===== config.mk =====
export PLATFORM = sky130hd
export DESIGN_NAME = traffic_light_fsm
export DESIGN_NICKNAME = d
export VERILOG_FILES = /design/src/rtl/traffic_light_fsm.sv
export SDC_FILE = /design/constraint.sdc
export NUM_CORES = 1
export LEC_CHECK = 0
export ABC_AREA = 0
export CELL_PAD_IN_SITES_DETAIL_PLACEMENT = 1
export CELL_PAD_IN_SITES_GLOBAL_PLACEMENT = 1
export CORE_MARGIN = 2
export CORE_UTILIZATION = 38
export CTS_CLUSTER_SIZE = 28
export DETAILED_ROUTE_END_ITERATION = 7
export PLACE_DENSITY_LB_ADDON = 0.05
export SYNTH_ARGS = -nofsm -noshare
export SYNTH_HDL_FRONTEND = slang
export SYNTH_SLANG_ARGS = --single-unit

===== constraint.sdc =====
create_clock -name clk -period 2.4 [get_ports clk]
set_clock_uncertainty 0.15 [all_clocks]
set_input_delay 0.24 -clock clk [delete_from_list [all_inputs] [get_ports clk]]
set_output_delay 0.24 -clock clk [all_outputs]
set_load 0.005 [all_outputs]

===== src/rtl/traffic_light_fsm.sv =====
`default_nettype none
// ============================================================================
//  Module   : traffic_light_fsm
//  Brief    : Main/side street intersection controller with sensor-driven
//             green extension, latched pedestrian walk phase and synchronous
//             reprogram restart. All durations are counted in Tick pulses.
//  Revision : 1.0 - initial release
// ============================================================================
module traffic_light_fsm #(
    parameter int T_BASE = 6,   // base green duration (Ticks)
    parameter int T_EXT  = 3,   // extension / walk duration (Ticks)
    parameter int T_YEL  = 2,   // yellow duration (Ticks)
    parameter int TW     = 4    // timer width; every duration must be 1..2^TW-1
) (
    input  logic       clk,
    input  logic       Reset,
    input  logic       Sensor_Sync,
    input  logic       WR_Sync,
    input  logic       Prog_Sync,
    input  logic       Tick,
    output logic [2:0] LED_main,
    output logic [2:0] LED_side,
    output logic       Walk_Lamp,
    output logic [2:0] State
);

    // State encodings (also visible on the State debug port)
    localparam logic [2:0] c_MG1  = 3'd0;
    localparam logic [2:0] c_MG2  = 3'd1;
    localparam logic [2:0] c_MY   = 3'd2;
    localparam logic [2:0] c_WALK = 3'd3;
    localparam logic [2:0] c_SG   = 3'd4;
    localparam logic [2:0] c_SGX  = 3'd5;
    localparam logic [2:0] c_SY   = 3'd6;
    localparam logic [2:0] c_BAD  = 3'd7;

    // Timer reload values
    localparam logic [TW-1:0] c_DUR_BASE = TW'(T_BASE);
    localparam logic [TW-1:0] c_DUR_EXT  = TW'(T_EXT);
    localparam logic [TW-1:0] c_DUR_YEL  = TW'(T_YEL);
    localparam logic [TW-1:0] c_ONE      = TW'(1);

    // Lamp patterns, {R,Y,G}
    localparam logic [2:0] c_LAMP_R = 3'b100;
    localparam logic [2:0] c_LAMP_Y = 3'b010;
    localparam logic [2:0] c_LAMP_G = 3'b001;

    logic [2:0]    state_q, state_d;
    logic [TW-1:0] timer_q, timer_d;
    logic          walk_q, walk_d;
    logic [2:0]    main_q, main_d;
    logic [2:0]    side_q, side_d;
    logic          walk_lamp_q, walk_lamp_d;
    logic          w_expire;

    // The current state ends on the Tick that consumes its last count
    assign w_expire = Tick && (timer_q == c_ONE);

    // Next state, timer reload/decrement and walk-request latch
    always_comb begin
        state_d = state_q;
        timer_d = timer_q;
        walk_d  = walk_q;
        if (Prog_Sync) begin
            // Restart overrides any Tick or transition on this edge
            state_d = c_MG1;
            timer_d = c_DUR_BASE;
            walk_d  = 1'b0;
        end else begin
            // Requests are ignored while the walk phase is already running
            if (WR_Sync && (state_q != c_WALK)) begin
                walk_d = 1'b1;
            end
            if (state_q == c_BAD) begin
                state_d = c_MG1;
                timer_d = c_DUR_BASE;
            end else if (w_expire) begin
                // Each entry reloads the timer with the new state's duration;
                // the sensor only matters on the MG1 and SG exit edges.
                case (state_q)
                    c_MG1: begin
                        state_d = c_MG2;
                        timer_d = Sensor_Sync ? c_DUR_EXT : c_DUR_BASE;
                    end
                    c_MG2: begin
                        state_d = c_MY;
                        timer_d = c_DUR_YEL;
                    end
                    c_MY: begin
                        if (walk_q) begin
                            state_d = c_WALK;
                            timer_d = c_DUR_EXT;
                            walk_d  = 1'b0;
                        end else begin
                            state_d = c_SG;
                            timer_d = c_DUR_BASE;
                        end
                    end
                    c_WALK: begin
                        state_d = c_SG;
                        timer_d = c_DUR_BASE;
                    end
                    c_SG: begin
                        if (Sensor_Sync) begin
                            state_d = c_SGX;
                            timer_d = c_DUR_EXT;
                        end else begin
                            state_d = c_SY;
                            timer_d = c_DUR_YEL;
                        end
                    end
                    c_SGX: begin
                        state_d = c_SY;
                        timer_d = c_DUR_YEL;
                    end
                    default: begin
                        state_d = c_MG1;
                        timer_d = c_DUR_BASE;
                    end
                endcase
            end else if (Tick) begin
                timer_d = timer_q - c_ONE;
            end
        end
    end

    // Lamps decoded from the next state so they register on the same edge
    always_comb begin
        main_d      = c_LAMP_G;
        side_d      = c_LAMP_R;
        walk_lamp_d = 1'b0;
        case (state_d)
            c_MY: begin
                main_d = c_LAMP_Y;
            end
            c_WALK: begin
                main_d      = c_LAMP_R;
                walk_lamp_d = 1'b1;
            end
            c_SG, c_SGX: begin
                main_d = c_LAMP_R;
                side_d = c_LAMP_G;
            end
            c_SY: begin
                main_d = c_LAMP_R;
                side_d = c_LAMP_Y;
            end
            default: ;
        endcase
    end

    // State, timer, latch and lamp registers with immediate reset
    always_ff @(posedge clk or posedge Reset) begin
        if (Reset) begin
            state_q     <= c_MG1;
            timer_q     <= c_DUR_BASE;
            walk_q      <= 1'b0;
            main_q      <= c_LAMP_G;
            side_q      <= c_LAMP_R;
            walk_lamp_q <= 1'b0;
        end else begin
            state_q     <= state_d;
            timer_q     <= timer_d;
            walk_q      <= walk_d;
            main_q      <= main_d;
            side_q      <= side_d;
            walk_lamp_q <= walk_lamp_d;
        end
    end

    assign State     = state_q;
    assign LED_main  = main_q;
    assign LED_side  = side_q;
    assign Walk_Lamp = walk_lamp_q;

endmodule
`default_nettype wire


# == After elaboration in Yosys (flattened, before gate mapping) ==
# Cells that the tools add are included.
# totals
regBits,15
output_inout_bits,10
elab_cells,50
ram_bits,0
rom_bits,0
latch_bits,0
memories,0
inputBits,6
# op_classes
n_bitwise,0
n_mux,23
eq_ne,13
multipliers,0
div_mod_pow,0
reduce_logical,7
shifts,0
n_lt_le_gt_ge,0
add_sub_neg,1
# ops
op,n
3-bit == test (second input constant),6
3-bit 2-to-1 mux,6
3-bit case mux with 6 select lines,1
4-bit 2-to-1 mux,4
3-bit by 2-bit == test with 1-bit output (second input constant),4
3-bit case mux with 2 select lines,2
3-bit case mux with 4 select lines,1
1-bit 2-to-1 mux,8
4-bit by 1-bit == test with 1-bit output (second input constant),1
4-bit nonzero test,1
2-bit OR reduction,2
4-bit OR reduction,1
4-bit by 1-bit subtractor with 4-bit output (second input constant),1
3-bit by 1-bit == test with 1-bit output (second input constant),1
3-bit zero test,1
3-bit by 2-bit != test with 1-bit output (second input constant),1
1-bit logical AND,2
2-bit 2-to-1 mux,1

# == Longest topological paths before layout ==
# Gate-level depths: netlist (run 1).
# logic_depth
word_depth,8
ltp_mapped,7
depth_no_buf,7

# == Worst setup path after synthesis (run 1) ==
# No wires, ideal clock.
# synth_timing
kind,flip-flop to flip-flop
startpoint,register timer_q[1]
endpoint,register side_q[1] (netlist: LED_side[1])
path_slack_ns,0.532
synth_period_minus_slack_ns,1.868
path_stages_with_launch,7
required_time_ns,2.143
n_path_buf,0
setup_time_ns,0.107
arrival_ns,1.611
path_cell_list,dfstp_2 inv_1 ha_1 and4bb_2 a21boi_1 o21ai_4 a2111oi_4
# synth_between
elab_chain_cells,8
elab_cells_between_ends,10
classes_between,4 x eq/ne; 4 x mux; 2 x reduce/logical
# synth_rtl
item,line,source
"start, declared",49,"logic [TW-1:0] timer_q, timer_d;"
"start signal, assigned",156,timer_q <= c_DUR_BASE;
"start signal, assigned",163,timer_q <= timer_d;
4-bit by 1-bit == test with 1-bit output (*),57,assign w_expire = Tick && (timer_q == c_ONE);
1-bit logical AND (*),57,
3-bit 2-to-1 mux (*),77,end else if (w_expire) begin
3-bit 2-to-1 mux (*),74,if (state_q == c_BAD) begin
3-bit 2-to-1 mux (*),64,if (Prog_Sync) begin
3-bit == test,132,case (state_d)
2-bit OR reduction,n/a,
3-bit case mux with 2 select lines (*),132,
named net side_d[1],52,"logic [2:0] side_q, side_d;"
"end signal, assigned",159,side_q <= c_LAMP_R;
"end signal, assigned",166,side_q <= side_d;
"end, declared",52,
# The timed path passes the listed nets; every way through them passes the cells marked *.
# A chain may end at the register's enable or synchronous reset.

# == Final worst setup path (run 1) ==
# Ends and elaborated chain as after synthesis.

==> results of run 1 <==
critical path: stages, from the launching register on:
cell       delay (ns)
dfstp_2          0.55
inv_1            0.06
ha_1             0.23
and4bb_2         0.28
a21boi_1         0.24
o21ai_4          0.13
a2111oi_4        0.30
per-layer routing:
metal	global-route usage	vias to the layer above	part of all wire
met2	0.2822	5	0.51
met1	0.2089	284	0.46
li1	-	301	-
met4	0.06944	0	0.0053
met3	0.03333	2	0.023
met5	0	-	0
area by class of cell:
type | instances | area [um2]
fillers | 241 | 957.2
inverters | 8 | 30.03
well taps | 27 | 33.78
repair buffers | 16 | 157.7
clock buffers | 3 | 22.52
multi-input cells | 48 | 375.4
flip-flops and latches | 15 | 380.4
clock inverters | 1 | 5.005
flip-flops by register name, summed over array words and instances, names as in the netlist:
name,cells
LED_main,3
LED_side,3
State,3
Walk_Lamp,1
timer_q,4
walk_q,1
metrics by stage:
stage,instances,hold WS (ns),utilization,cell area (um2),setup WS [ns]
after floorplan,73,-0.01138,-,794.5,0.5320
after global placement,114,0.4212,0.4981,977.2,0.4129
after detailed placement,114,0.4232,0.4981,977.2,0.3185
after CTS,118,0.1697,0.5121,1005,0.3367
after global routing,118,0.2055,0.5121,1005,0.2665
final,118,0.1468,0.5121,1005,0.3585
cell families (layout without fill, tap and decap cells):
group           after synthesis  count (layout)  synth area share
simple gates                 25              25            0.2236
compound gates               21              21            0.2174
flops                        15              15            0.4787
fa+ha+maj                     2               2           0.03149
buf+inv                      10              28           0.04881
worst paths after layout:
path,depth (start not counted),slack [ns],to
worst max-delay path,6,0.36,LED_side[1]
min in group clk,2,0.40,walk_q
max in group asynchronous,2,1.58,LED_side[2]
worst min register to register,2,0.43,timer_q[2]
worst max register to register,6,0.36,LED_side[1]
worst min-delay path,2,0.15,LED_main[1]
cells in the final DEF, fill, tap and decap left out, types with 3 or more instances in the layout:
cell type and instances:
clkbuf_4 3, dfrtp_1 11, o21ai_0 4, dfstp_2 4, a21oi_1 4, clkdlybuf4s50_1 15, nor2b_1 4, nor2_1 6
nand2_1 3, inv_1 7
power by group:
group          leakage [nW]  total, mW  switching, mW  internal [mW]
clock network        0.0177      0.148         0.0859         0.0619
logic                 0.219     0.0421         0.0224         0.0197
registers             0.193      0.266        0.00582          0.260
==> results.toml, run 1 <==
[drt]
wl_per_cell_um = 14.48
vias_per_cell = 5.017
drt_iter0_markers = 2
drt.antenna.violating_nets = 0
route.detailed.drc = 0
num_vias = 592
wl_um = 1709
first_pass_iters = 4

[timing]
tightestPinTransition_ns = 0.5566
fin_crit_ns = 2.041
finalHoldViolations = 0
max_freq_mhz = 489.8
setup_viol = 0
fin_crit_sh = 0.8506
slew_headroom = 0.6285
rsz0062_at_grt = "no"
drv_slew = 0
setup_tns_ns = 0

[logic_synthesis]
synthFlopType = "dfrtp_1"
yosys-top-cells-count = "dfrtp_1, inv_1, nor2_1"
synth-warning-count = 0
avgSynthCellArea_um2 = 10.88
syn-instance-count = 73
synthArstFlopShare = 1.000
yosysUniqueCellTypes = 33
synth-edff-count = 0
synth.largest_area_cell = "dfrtp_1"
synth_top_area_share = 0.3465
yosysMostFrequentCell = "dfrtp_1"
synth-seq-area-share = 0.4787
syn-num-nets = 81
synthTopCellsByArea = "dfrtp_1, dfstp_2, a2111oi_4, nand4bb_4, inv_1"
synth_area_um2 = 794.5
ys_seq_elements = 15

[cts]
clkTransAtPathRegs_ns = 0.10
cts.sinks = 15
clk_latency_ns = 0.29
cts_root_buf = "clkbuf_4"
htreeDepth = 1
cts-buffers-inserted = 3
cts_hold_buf = 0
cts_resized = 0
cts_setup_buffers = 0
cts_tree = "done"
clk_path_buf_depth = 2

[min_path]
hp-class = "input port to async pin"

[floorplan]
io_pins = 16
start_util = 0.4050
dieArea_um2 = 2473
die_h_um = 49.73
die_w_um = 49.73
fp-row-count = 16
coreArea_um2 = 1962

[pwr]
ir_worst_vdd_v = 0.0003134
powerDensity_nw_per_um2 = 453.4
power_uw = 455.6
power.leakage_nw = 0.4298

[placement]
port_buffers = 15
hpwl_um = 1299
routabilityCongestion = 0.7737

[final_layout]
final_layout_size_suffix_gt1_frac = 0.1868
insertedDiodeCount = 0
area.growth.synth_to_final_pct = 26.46
nets = 100

[global_route]
grt_pass1_wl_um = 3132
grt_use_total = 0.1678
overflow = 0
grt_start_max_net_pins = 16
grt_pass1_vias = 663
antenna_found_initial = 0

[critical_path]
cp-end-kind = "register"
cp_data_required_time_ns = 2.43
cp_data_arrival_time_ns = 2.07
crit_fanout = 7
critical_path_class = "register to register"
crit_start = "timer_q[1]"
startpoint_type = "register"
r2r-start = "timer_q[1]"

[run]
drv_cap = 0

[status]
status = "finished clean"
Power figures use the tool's default switching activity.
==> run 2: changes to the inputs <==
--- a/config.mk
+++ b/config.mk
@@ -9,10 +9,11 @@
 export CELL_PAD_IN_SITES_DETAIL_PLACEMENT = 1
 export CELL_PAD_IN_SITES_GLOBAL_PLACEMENT = 1
 export CORE_MARGIN = 2
-export CORE_UTILIZATION = 38
+export CORE_UTILIZATION = 34
 export CTS_CLUSTER_SIZE = 28
 export DETAILED_ROUTE_END_ITERATION = 7
 export PLACE_DENSITY_LB_ADDON = 0.05
+export SLEW_MARGIN = 30
 export SYNTH_ARGS = -nofsm -noshare
 export SYNTH_HDL_FRONTEND = slang
 export SYNTH_SLANG_ARGS = --single-unit
==> constraint.sdc (replaced) <==
create_clock -name clk -period 1.8 [get_ports clk]
set_clock_uncertainty 0.15 [all_clocks]
set_input_delay 0.18 -clock clk [delete_from_list [all_inputs] [get_ports clk]]
set_output_delay 0.18 -clock clk [all_outputs]
set_load 0.005 [all_outputs]
==> results.toml, run 2 (synthesis results as in run 1) <==
[timing]
whs_ns = 0.08517
fin_crit_sh = 1.002
setup_slack_ns = -0.002930
setup_viol = 1
rsz0062_at_grt = "yes"
max_freq_mhz = 554.7
slew_headroom = 0.6276
finalHoldViolations = 0
fin_crit_ns = 1.803
setup_tns_ns = -0.002930
drv_slew = 0
tightestPinTransition_ns = 0.5579

[drt]
wl_per_cell_um = 15.23
num_vias = 672
drt.antenna.violating_nets = 0
route.detailed.drc = 0
first_pass_iters = 2
drt_iter0_markers = 1
vias_per_cell = 5.053
wl_um = 2025

[critical_path]
max_stage_delay_ns = 0.55
cp_data_arrival_time_ns = 1.85
cp-end-kind = "register"
worst-path-stages = 6
startpoint_type = "register"
r2r_cells = 6
critical-path-slowest-cell = "dfstp_2"
path_buf_inv = 1
critPathTopFamily = "flip-flops"
critical_path_class = "register to register"
path_cells = "inv_2 > ha_4 > and4bb_2 > a21boi_2 > o21ai_4 > a2111oi_4"
crit_fanout = 5
cp_data_required_time_ns = 1.85

[final_layout]
fillers = 268
final_area_um2 = 1131
layout_common_cells = "clkdlybuf4s50_1, buf_4, dfrtp_1"
regMostFlops = "timer_q"
nets = 114
area.growth.synth_to_final_pct = 42.36
final_layout_size_suffix_gt1_frac = 0.3333
multiInputGateArea_um2 = 391.6
fin_util = 0.5113
fin_cells = 133
insertedDiodeCount = 0
largest_register_ffs = 4
seqCellArea_um2 = 381.6

[cts]
clk_latency_ns = 0.29
cts-buffers-inserted = 3
htreeDepth = 1
cts_tree = "done"
cts_hold_buf = 0
cts_root_buf = "clkbuf_4"
cts.sinks = 15
clkTransAtPathRegs_ns = 0.10
clk_path_buf_depth = 2

[global_route]
overflow = 0
grtUsageMet1 = 0.1841
grt_pass1_wl_um = 3477
met3_usage = 0.06286
grt_start_max_net_pins = 16
grt_use_total = 0.1801
antenna_found_initial = 0
met2_usage = 0.3458
grt_busiest_layer = "met2"
grt_pass1_vias = 778

[pwr]
ir_worst_vdd_v = 0.0003792
power.leakage_nw = 0.4871
powerDensity_nw_per_um2 = 558.4

[run]
drv_cap = 0

[placement]
place_inst = 127
routabilityCongestion = 0.7282
hpwl_um = 1556
dpl-instance-area_um2 = 1075
port_buffers = 15

[status]
status = "finished, violations left"
violations = "setup timing"

[floorplan]
dieArea_um2 = 2739
fp-row-count = 17
start_util = 0.3592
io_pins = 16
die_w_um = 52.34
coreArea_um2 = 2212
die_h_um = 52.34

[min_path]
hp-class = "input port to async pin"
-- run 2: cell type report --
| class | instances | area share |
|---|---|---|
| clock inverter | 1 | 0.006637 |
| clock buffer | 3 | 0.01991 |
| tap | 28 | 0.03097 |
| timing repair buffer | 30 | 0.2323 |
| multi-input combinational | 48 | 0.3462 |
| inverter | 8 | 0.02655 |
| sequential | 15 | 0.3374 |
-- run 2: worst paths after layout --
kind                       startpoint     endpoint  slack, ns
min                             Reset  LED_side[1]       0.09
min in group clk            Prog_Sync       walk_q       0.35
min reg2reg                timer_q[3]   timer_q[3]       0.45
max reg2reg                timer_q[1]  LED_side[1]     -0.003
max in group asynchronous       Reset     State[0]       1.02
max                        timer_q[1]  LED_side[1]     -0.003
-- run 2: per-stage QoR --
step	total power, mW	worst slack, ns
6_report	0.6316	-0.002930
5_1_grt	0.6674	-0.1004
4_1_cts	0.6427	-0.006885
3_5_place_dp	0.4344	-0.1247
2_1_floorplan	0.3922	0.02666
3_3_place_gp	0.4299	-0.07980
-- run 2: where the power goes --
part / switching (mW) / internal (mW)
combinational: 0.0365 / 0.0378
clock: 0.119 / 0.0846
sequential: 0.00719 / 0.347
total: 0.163 / 0.469
-- run 2: routing by layer --
metal | share of wire | up-vias
li1 | - | 327
met5 | 0 | -
met2 | 0.58 | 9
met1 | 0.38 | 334
met4 | 0.0069 | 0
met3 | 0.033 | 2
-- run 2: timing repair --
item / 4_1_cts / 5_1_grt
buffers inserted: 2 / 0
resized for setup: 2 / 2
endpoints found under the setup margin: 5 / 7
pin swaps: 2 / 1
